File: src/rtl/cv_change_sequencer.sv
// Change-return sequencer: pays a refund as dime/nickel ejector pulses, greedy dime-first,
// while tracking tube inventory so an empty tube is never fired.
module cv_change_sequencer #(
    parameter int unsigned AMT_W        = 6,
    parameter int unsigned TUBE_W       = 6,
    parameter int unsigned INIT_NICKELS = 10,
    parameter int unsigned INIT_DIMES   = 10,
    parameter int unsigned GAP          = 1
) (
    input  logic              clock,
    input  logic              reset,
    input  logic              start,
    input  logic [AMT_W-1:0]  refund_units,
    input  logic              nickel_in,
    input  logic              dime_in,
    output logic              n,
    output logic              d,
    output logic              busy,
    output logic              done,
    output logic              short,
    output logic [AMT_W-1:0]  remaining,
    output logic [TUBE_W-1:0] nickel_cnt,
    output logic [TUBE_W-1:0] dime_cnt
);

    typedef enum logic [1:0] {StIdle, StDispense, StGap} state_e;

    localparam logic [TUBE_W-1:0] TubeMax = '1;
    localparam logic [3:0]        GapLoad = 4'(GAP);

    state_e            state_q, state_d;
    logic [3:0]        gap_q, gap_d;
    logic              n_q, n_d, d_q, d_d;
    logic              busy_q, busy_d, done_q, done_d, short_q, short_d;
    logic [AMT_W-1:0]  rem_q, rem_d;
    logic [TUBE_W-1:0] nickel_q, nickel_d, dime_q, dime_d;
    logic              take_dime, take_nickel;

    always_comb begin
        state_d     = state_q;
        gap_d       = gap_q;
        n_d         = 1'b0;
        d_d         = 1'b0;
        busy_d      = busy_q;
        done_d      = 1'b0;
        short_d     = short_q;
        rem_d       = rem_q;
        take_dime   = 1'b0;
        take_nickel = 1'b0;
        unique case (state_q)
            StIdle: begin
                if (start) begin
                    rem_d   = refund_units;
                    busy_d  = 1'b1;
                    short_d = 1'b0;
                    state_d = StDispense;
                end
            end
            StDispense: begin
                if (rem_q >= AMT_W'(2) && dime_q != '0) begin
                    take_dime = 1'b1;
                    d_d       = 1'b1;
                    rem_d     = rem_q - AMT_W'(2);
                end else if (rem_q != '0 && nickel_q != '0) begin
                    take_nickel = 1'b1;
                    n_d         = 1'b1;
                    rem_d       = rem_q - AMT_W'(1);
                end else begin
                    done_d  = 1'b1;
                    busy_d  = 1'b0;
                    short_d = (rem_q != '0);
                    state_d = StIdle;
                end
                if ((take_dime || take_nickel) && GAP != 0) begin
                    state_d = StGap;
                    gap_d   = GapLoad;
                end
            end
            StGap: begin
                if (gap_q <= 4'd1) begin
                    state_d = StDispense;
                    gap_d   = '0;
                end else begin
                    gap_d = gap_q - 4'd1;
                end
            end
            default: state_d = StIdle;
        endcase
    end

    // Refill and dispense of the same coin on one edge cancel out.
    always_comb begin
        nickel_d = nickel_q;
        if (nickel_in && !take_nickel) begin
            if (nickel_q != TubeMax) nickel_d = nickel_q + TUBE_W'(1);
        end else if (!nickel_in && take_nickel) begin
            nickel_d = nickel_q - TUBE_W'(1);
        end
        dime_d = dime_q;
        if (dime_in && !take_dime) begin
            if (dime_q != TubeMax) dime_d = dime_q + TUBE_W'(1);
        end else if (!dime_in && take_dime) begin
            dime_d = dime_q - TUBE_W'(1);
        end
    end

    always_ff @(posedge clock or negedge reset) begin
        if (!reset) begin
            state_q  <= StIdle;
            gap_q    <= '0;
            n_q      <= 1'b0;
            d_q      <= 1'b0;
            busy_q   <= 1'b0;
            done_q   <= 1'b0;
            short_q  <= 1'b0;
            rem_q    <= '0;
            nickel_q <= TUBE_W'(INIT_NICKELS);
            dime_q   <= TUBE_W'(INIT_DIMES);
        end else begin
            state_q  <= state_d;
            gap_q    <= gap_d;
            n_q      <= n_d;
            d_q      <= d_d;
            busy_q   <= busy_d;
            done_q   <= done_d;
            short_q  <= short_d;
            rem_q    <= rem_d;
            nickel_q <= nickel_d;
            dime_q   <= dime_d;
        end
    end

    assign n          = n_q;
    assign d          = d_q;
    assign busy       = busy_q;
    assign done       = done_q;
    assign short      = short_q;
    assign remaining  = rem_q;
    assign nickel_cnt = nickel_q;
    assign dime_cnt   = dime_q;

endmodule

File: config.mk
export PLATFORM = sky130hd
export DESIGN_NAME = cv_change_sequencer
export DESIGN_NICKNAME = d
export VERILOG_FILES = /design/src/rtl/cv_change_sequencer.sv
export SDC_FILE = /design/constraint.sdc
export NUM_CORES = 1
export LEC_CHECK = 0
export CELL_PAD_IN_SITES_DETAIL_PLACEMENT = 1
export CELL_PAD_IN_SITES_GLOBAL_PLACEMENT = 2
export CORE_MARGIN = 5
export CORE_UTILIZATION = 29
export CTS_CLUSTER_SIZE = 28
export DETAILED_ROUTE_END_ITERATION = 10
export HOLD_SLACK_MARGIN = 0.15
export PLACE_DENSITY_LB_ADDON = 0.08
export SYNTH_ARGS = -nofsm -noshare
export SYNTH_HDL_FRONTEND = slang
export SYNTH_SLANG_ARGS = --single-unit
File: constraint.sdc
create_clock -name clock -period 4.9 [get_ports clock]
set_input_delay 0.735 -clock clock [delete_from_list [all_inputs] [get_ports clock]]
set_output_delay 0.735 -clock clock [all_outputs]
set_load 0.005 [all_outputs]
== After elaboration in Yosys (flattened, before gate mapping) ==
Cells that the tools add are included.
Widths: inputs -> output; s select.
Storage, ports and cells
  register bits after elaboration: 29
  latch bits: 0
  memory bits (writable): 0
  memory bits (read-only): 0
  output and inout bits: 23
  logic and storage cells: 97
  memories kept: 0
Operators by class
  add/sub/neg operators: 7
  multipliers: 0
  divide/modulo/power cells: 0
  $lt $le $gt $ge: 2
  equality and inequality tests: 14
  shift operators: 0
  mux-type cells: 39
  bitwise gates (word level): 0
  reductions and logical operators: 25
Operators by type and width (count)
  $mux 6: 9
  $mux 1: 18
  $reduce_bool 6->1: 3
  $sub 6x1->6 const B: 3
  $add 6x1->6 const B: 2
  $ne 6x6->1 const B: 2
  $pmux 6 s2: 1
  $mux 2: 5
  $ne 2x2->1 const B: 5
  $ne 3x3->1 const B: 3
  $mux 4: 2
  $pmux 4 s2: 1
  $reduce_and 4->1: 2
  $reduce_bool 2->1: 4
  $ge 6x2->1 const B: 1
  $logic_and 1x1->1: 6
  $pmux 2 s3: 1
  $reduce_and 2->1: 3
  $sub 6x2->6 const B: 1
  $le 4x1->1 const B: 1
  $logic_not 1->1: 4
  $ne 2x1->1 const B: 2
  $pmux 1 s2: 2
  $sub 4x1->4 const B: 1
  other kinds (5): 5

== Depth between registers and ports, before layout ==
Gate-level depths: netlist (run 1).
  depth after elaboration: 10
  gate-level depth with buffers: 13
  depth with buffers taken out: 13

== Worst setup path after synthesis (run 1) ==
OpenSTA, ideal clock, no wires.
  path type: flip-flop to flip-flop
  from: reg rem_q[3], in the netlist remaining[3]
  to: reg nickel_q[4], in the netlist nickel_cnt[4]
  library setup time: 0.125 ns
  arrival: 2.502 ns
  data required time: 4.775 ns
  slack: 2.273 ns
  stages on the path, launching flop included: 10
  clock period less this slack: 2.627 ns
  path through: dfrtp_1 nor4_4 a22oi_2 and3_1 nand2b_1 fa_1 a21o_1 a21oi_1 xnor2_1 mux2_4
Between the ends
  cells in the longest elaborated chain, start to end: 10
RTL lines
  start, declared: line 35  | logic [AMT_W-1:0] rem_q, rem_d;
  start signal, assigned: line 127  | rem_q <= rem_d;
  parallel branches: the longest is 3 deep, another holds $ge 6x2->1
  $mux 1 *: line 60  | if (rem_q >= AMT_W'(2) && dime_q != '0) begin
  $mux 1 * (2 in a row): line 50  | unique case (state_q)
  $logic_not 1->1: line 94  | if (nickel_in && !take_nickel) begin
  $logic_and 1x1->1: line 94
  $ne 2x1->1 (no line) or $reduce_bool 2->1 (tied branches)
  $reduce_and 2->1 (no line)
  end signal, assigned: line 117  | nickel_q <= TUBE_W'(INIT_NICKELS);
  end signal, assigned: line 128  | nickel_q <= nickel_d;
  end, declared: line 36  | logic [TUBE_W-1:0] nickel_q, nickel_d, dime_q, dime_d;
Every way passes the cells marked *. The select of a mux whose other input is x is not followed.
A chain may end at the register's enable or synchronous reset.

== Worst setup path after layout (run 1) ==
  from: reg state_q[1]
  to: reg nickel_q[5], in the netlist nickel_cnt[5]
Between the ends
  cells in the longest elaborated chain, start to end: 6
RTL lines
  start, declared: line 31  | state_e state_q, state_d;
  start signal, assigned: line 109  | state_q <= StIdle;
  start signal, assigned: line 120  | state_q <= state_d;
  $eq 2x1->1 *: line 50
  $mux 1 *: line 50
  $logic_not 1->1: line 94
  $logic_and 1x1->1: line 94
  $ne 2x1->1 (no line) or $reduce_bool 2->1 (tied branches)
  $reduce_and 2->1 (no line)
Mark *: on every way between the ends. The rest lies on a longest branch, timed or not.

==> results.yml, run 1 <==
routing:
  drt_iter0_drc: 30
  wl_um: 5052
  wl_per_cell_um: 16.84
  via_count: 1537
  drc: 0
  first_pass_iters: 4
  viasPerCell: 5.123
  detail-route-antenna-nets: 0
grt:
  antenna_found_initial: 0
  grt_pass1_wl_um: 8749
  overflow: 0
  grt_max_degree: 30
  grt.total_usage_pct: 12.97
  grt_pass1_vias: 1677
yosys:
  yosys.area_share.simple_pct: 15.06
  synth_nets: 212
  synth_warnings: 0
  synth-edff-count: 0
  async_flop_share_pct: 100.0
  synthCells: 184
  synth_compound_area_share_pct: 19.10
  synth.area.top_cells: "dfrtp_1 (33%), ha_1 (9.8%), dfstp_2 (5.5%)"
  synthAdderAreaFrac_pct: 11.86
  synth_area_leader_cell: "dfrtp_1"
  synthTopCellsByCount: "dfrtp_1 (25), ha_1 (15), a21oi_1 (14)"
  ys_seq_elements: 29
  synthFlopType: "dfrtp_1"
  synth-seq-area-share_pct: 38.07
  synth_area_um2: 1919
  synth_top_family_by_area: "compound AO/OA/AOI/OAI gates"
  synth_cell_types: 44
  syn_avg_cell_area_um2: 10.43
  muxShareOfSynthArea_pct: 8.149
  synthMostInstantiatedCell: "dfrtp_1"
  synth_xor_area_share_pct: 5.020
  synth.top_cell.area_share_pct: 32.59
min_path:
  hp-class: "flip-flop to flip-flop"
  holdPathEnd: "state_q[0]"
  worstHoldStart: "state_q[0]"
  holdPathStages: 1
critical_path:
  crit_arrival_ns: 3.24
  cpPeakStageDelay_ns: 0.76
  crit-reg2reg-launch: "state_q[1]"
  cp-end-kind: "flip-flop"
  r2r-end: "nickel_cnt[5]"
  worstSetupPathType: "flip-flop to flip-flop"
  cp_max_fo: 12
  path_cells: "nor2b_1 > and3_1 > nand2b_1 > ha_1 > a211oi_1 > o21bai_1 > a21oi_1 > mux2i_1 > xnor2_1"
  reg2regPathDepth: 9
  slowest_stage: "nor2b_1"
  critPathLaunchType: "flip-flop"
  critical_path.top_delay_family: "simple AND/OR/NAND/NOR gates"
  reg2reg_setup_slack_ns: 1.86
  critPathBufInv: 0
  critPathRequiredTime_ns: 5.10
cts:
  post_cts_buffers: 0
  cts_tree: "yes"
  clk_path_buf_depth: 2
  root_buffer: "clkbuf_8"
  clk_latency_ns: 0.28
  clock_sinks: 29
  cts-buffers-inserted: 5
  cts_hold_buf: 0
  ctsHtreeMaxLevel: 2
  ctsResizeCount: 0
  path_clk_slew_ns: 0.06
cells_and_area:
  regArea_um2: 730.7
  drive_above_1_share_pct: 13.45
  layout.cells.non_filler: 300
  finish.utilization_pct: 37.87
  fin_area_um2: 2419
  design.final.nets: 250
  multi_input_area_um2: 1136
  n_fill_cell: 748
  diodes: 0
  areaGrowthSynthToFinish_pct: 26.01
floorplan:
  die-height_um: 91.36
  ioPinCount: 34
  start_util_pct: 30.05
  chipWidth_um: 91.36
  design.die.area_um2: 8346
  num_rows: 29
  fp.coreArea_um2: 6386
sta:
  final-hold-violation-count: 0
  setup_viol: 0
  clock_skew_ns: 0.005895
  rsz0062_at_grt: "no"
  fmax_ghz: 0.3285
  finalSetupTns_ns: 0
  post-route-min-period_ns: 3.044
  worst_pin_slew_ns: 0.9552
  maxSlewHeadroom_pct: 36.19
  period_share_pct: 62.13
  slew_violations: 0
placement:
  placed_area_um2: 2338
  place.gp.congestion: 0.7502
  dp_hpwl_um: 3737
  dp.cells: 292
  numPortBuffers: 33
power_and_ir_drop:
  switchingPower_w: 0.0007088
  cellLeakagePower_nw: 0.9996
  vdd_drop_max_mv: 0.2531
  p_int_w: 0.0009891
  p_per_area_nw_per_um2: 702.0
  p_clk_share_pct: 11.5
  netSwitchingFraction_pct: 41.74
  p_seq_share_pct: 30.8
  comb_power_share_pct: 57.7
run:
  maxCapViolations: 0
status:
  status: "complete, no violations"
layer usage:
metal	share of wire, %	vias up	GRT usage, %
li1	-	743	-
met1	47	761	17.15
met2	48	26	20.97
met3	3.7	7	3.554
met4	1.4	0	3.301
met5	0	-	0
power groups by stage:
stage / logic [W] / registers [W] / clock network (W)
6_report: 0.000980 / 0.000522 / 0.000195
5_1_grt: 0.00110 / 0.000545 / 0.000217
4_1_cts: 0.000998 / 0.000525 / 0.000210
3_5_place_dp: 0.000991 / 0.000528 / 0
3_3_place_gp: 0.000964 / 0.000521 / 0
2_1_floorplan: 0.000658 / 0.000498 / 0
how the worst max path moves through the flow:
stage	from	to	slack (ns)	cells past startpoint
floorplan	remaining[3]	nickel_cnt[4]	2.27	9
finish	state_q[1]	nickel_cnt[5]	1.86	9
global route	state_q[0]	nickel_cnt[5]	1.51	9
detailed placement	state_q[1]	nickel_cnt[5]	1.84	9
CTS	state_q[1]	nickel_cnt[5]	1.81	9
global placement	remaining[3]	nickel_cnt[5]	1.96	10
state kept, by name (all words and copies together) (netlist names):
name        flops
nickel_cnt      6
n               1
state_q         2
dime_cnt        6
d               1
short           1
remaining       6
done            1
busy            1
gap_q           4
cells in the final DEF, fill, tap and decap left out, types with 3 or more instances in the layout:
cell             instances
dfrtp_1                 25
a21oi_1                 14
clkdlybuf4s50_1         33
a211oi_1                 4
mux2_4                   4
inv_1                   10
clkbuf_1                 3
nand3_1                  4
mux2i_1                  4
o21bai_1                 3
a21o_1                   4
nor2_1                  11
clkbuf_8                 5
xnor2_1                  9
nand2b_1                 4
nor3_1                   5
o22a_1                   3
o21ai_0                  9
dfstp_2                  4
ha_1                    15
nand2_1                 12
mux2_2                   5
area by class of cell:
| class | count | share of cell area, % |
|---|---|---|
| sequential | 29 | 30.21 |
| inverter | 10 | 1.552 |
| multi-input combinational | 142 | 46.97 |
| tap | 77 | 3.983 |
| timing repair buffer | 34 | 13.97 |
| clock buffer | 8 | 3.311 |
metrics by stage:
| step | power, W | setup WS (ns) | hold slack (ns) |
|---|---|---|---|
| after detailed placement | 0.001519 | 1.844 | 0.5084 |
| after global routing | 0.001859 | 1.514 | 0.5606 |
| after floorplan | 0.001156 | 2.273 | 0.4394 |
| after CTS | 0.001733 | 1.812 | 0.5179 |
| after global placement | 0.001485 | 1.960 | 0.4908 |
| final | 0.001698 | 1.856 | 0.5099 |
logic make-up after synthesis:
logic type               after synthesis
flip-flops                            29
AO/OA/AOI/OAI                         51
multiplexers                          13
AND/OR/NAND/NOR                       50
XOR/XNOR                              11
adder cells (fa/ha/maj)               17
buffers and inverters                 13
No activity file was read; power rests on OpenSTA's default activity.
==> run 2, diff against run 1 <==
Clock period 4.9 ns to 2.7 ns, I/O delays scaled along.
==> results.yml, run 2 (synthesis gave the netlist of run 1 again) <==
status:
  status: "complete, no violations"
cells_and_area:
  final_common_cell: "clkdlybuf4s50_1"
  diodes: 0
  drive_above_1_share_pct: 24.48
  design.final.nets: 269
  finish.utilization_pct: 40.95
  mostFrequentLayoutCells: "clkdlybuf4s50_1 (33), dfrtp_1 (24), buf_4 (20), ha_1 (14), a21oi_1 (12)"
  fin_area_um2: 2615
  areaGrowthSynthToFinish_pct: 36.25
cts:
  cts-buffers-inserted: 5
  clock_sinks: 29
  clk_path_buf_depth: 2
  ctsHtreeMaxLevel: 2
  cts_hold_buf: 0
  path_clk_slew_ns: 0.07
  cts_tree: "yes"
  clk_latency_ns: 0.29
  root_buffer: "clkbuf_8"
power_and_ir_drop:
  vdd_drop_max_mv: 0.4670
  p_clk_share_pct: 11.3
  p_per_area_nw_per_um2: 1285
  switchingPower_w: 0.001367
  p_int_w: 0.001992
  p_seq_share_pct: 26.2
  netSwitchingFraction_pct: 40.69
  cellLeakagePower_nw: 1.100
  comb_power_share_pct: 62.6
routing:
  first_pass_iters: 4
  via_count: 1608
  drc: 0
  wl_per_cell_um: 16.67
  detail-route-antenna-nets: 0
  wl_um: 5302
  drt_iter0_drc: 33
  viasPerCell: 5.057
sta:
  clock_skew_ns: 0.005252
  post-route-min-period_ns: 2.571
  period_share_pct: 95.22
  fmax_ghz: 0.3890
  slew_violations: 0
  hold-worst-slack_ns: 0.5195
  setup_viol: 0
  final-hold-violation-count: 0
  maxSlewHeadroom_pct: 65.11
  worst_pin_slew_ns: 0.5233
  rsz0062_at_grt: "no"
floorplan:
  num_rows: 29
  die-height_um: 91.36
  ioPinCount: 34
  fp.coreArea_um2: 6386
  start_util_pct: 30.05
  chipWidth_um: 91.36
  design.die.area_um2: 8346
min_path:
  hp-class: "flip-flop to flip-flop"
placement:
  numPortBuffers: 33
  dp_hpwl_um: 4127
  place.gp.congestion: 0.7750
  placed_area_um2: 2481
grt:
  grt_pass1_wl_um: 9239
  antenna_found_initial: 0
  grt_pass1_vias: 1805
  grt_max_degree: 30
  grt.total_usage_pct: 13.51
  overflow: 0
critical_path:
  cp-end-kind: "flip-flop"
  cp_max_fo: 5
  critPathRequiredTime_ns: 2.91
  critPathLaunchType: "flip-flop"
  worstSetupPathType: "flip-flop to flip-flop"
  crit_arrival_ns: 2.79
run:
  maxCapViolations: 0
[run 2: what timing repair did]
item	4_1_cts	5_1_grt
gates resized for setup	2	8
buffers inserted	0	0
endpoints found under the setup margin	1	3
pin swaps	0	3
[run 2: critical path: stages (launching register included)]
cell and delay (ns):
dfstp_2 0.54, nor4_2 0.04, buf_4 0.14, a22o_2 0.26, and3_1 0.18, nand2b_4 0.18, ha_1 0.32, a211oi_2 0.20
o21bai_1 0.11, a21oi_2 0.14, mux2i_1 0.25, xnor2_1 0.14
[run 2: stage by stage]
| stage | cells | worst slack (ns) | power [W] | setup TNS [ns] |
|---|---|---|---|---|
| 2_1_floorplan | 184 | 0.07335 | 0.002098 | 0 |
| 3_3_place_gp | 311 | 0.06375 | 0.002870 | 0 |
| 3_5_place_dp | 311 | -0.04233 | 0.002941 | -0.04233 |
| 4_1_cts | 318 | 0.01758 | 0.003351 | 0 |
| 5_1_grt | 318 | 0.006552 | 0.003657 | 0 |
| 6_report | 318 | 0.1290 | 0.003359 | 0 |
[run 2: path summary, 6_finish.rpt]
path,from,to,slack (ns),cells after the start
setup / recovery,dime_cnt[1],nickel_cnt[5],0.13,11
hold / removal,state_q[0],state_q[0],0.52,1
setup reg to reg,dime_cnt[1],nickel_cnt[5],0.13,11
hold reg to reg,state_q[0],state_q[0],0.52,1
max in group asynchronous,reset,dime_cnt[3],1.85,2
min in group asynchronous,reset,remaining[2],0.53,2
[run 2: area by class of cell]
type	count	area [um2]
Timing Repair Buffer	53	480.5
Sequential cell	29	732.0
Clock buffer	7	86.33
Tap cell	77	96.34
Inverter	10	37.54
Multi-Input combinational cell	142	1182
Fill cell	725	3771
[run 2: metal layers]
layer / GRT usage [%] / part of all wire, % / vias to the layer above
li1: - / - / 784
met1: 17.25 / 47 / 793
met2: 22.78 / 48 / 25
met3: 3.223 / 3.3 / 6
met4: 3.667 / 1.2 / 0
met5: 0 / 0 / -
[run 2: power by group through the flow]
| stage | logic, W | clock network (W) | registers (W) |
|---|---|---|---|
| floorplan | 0.00119 | 0 | 0.000905 |
| global route | 0.00233 | 0.000407 | 0.000919 |
| detailed placement | 0.00206 | 0 | 0.000882 |
| global placement | 0.00200 | 0 | 0.000867 |
| finish | 0.00210 | 0.000378 | 0.000879 |
| CTS | 0.00209 | 0.000390 | 0.000875 |
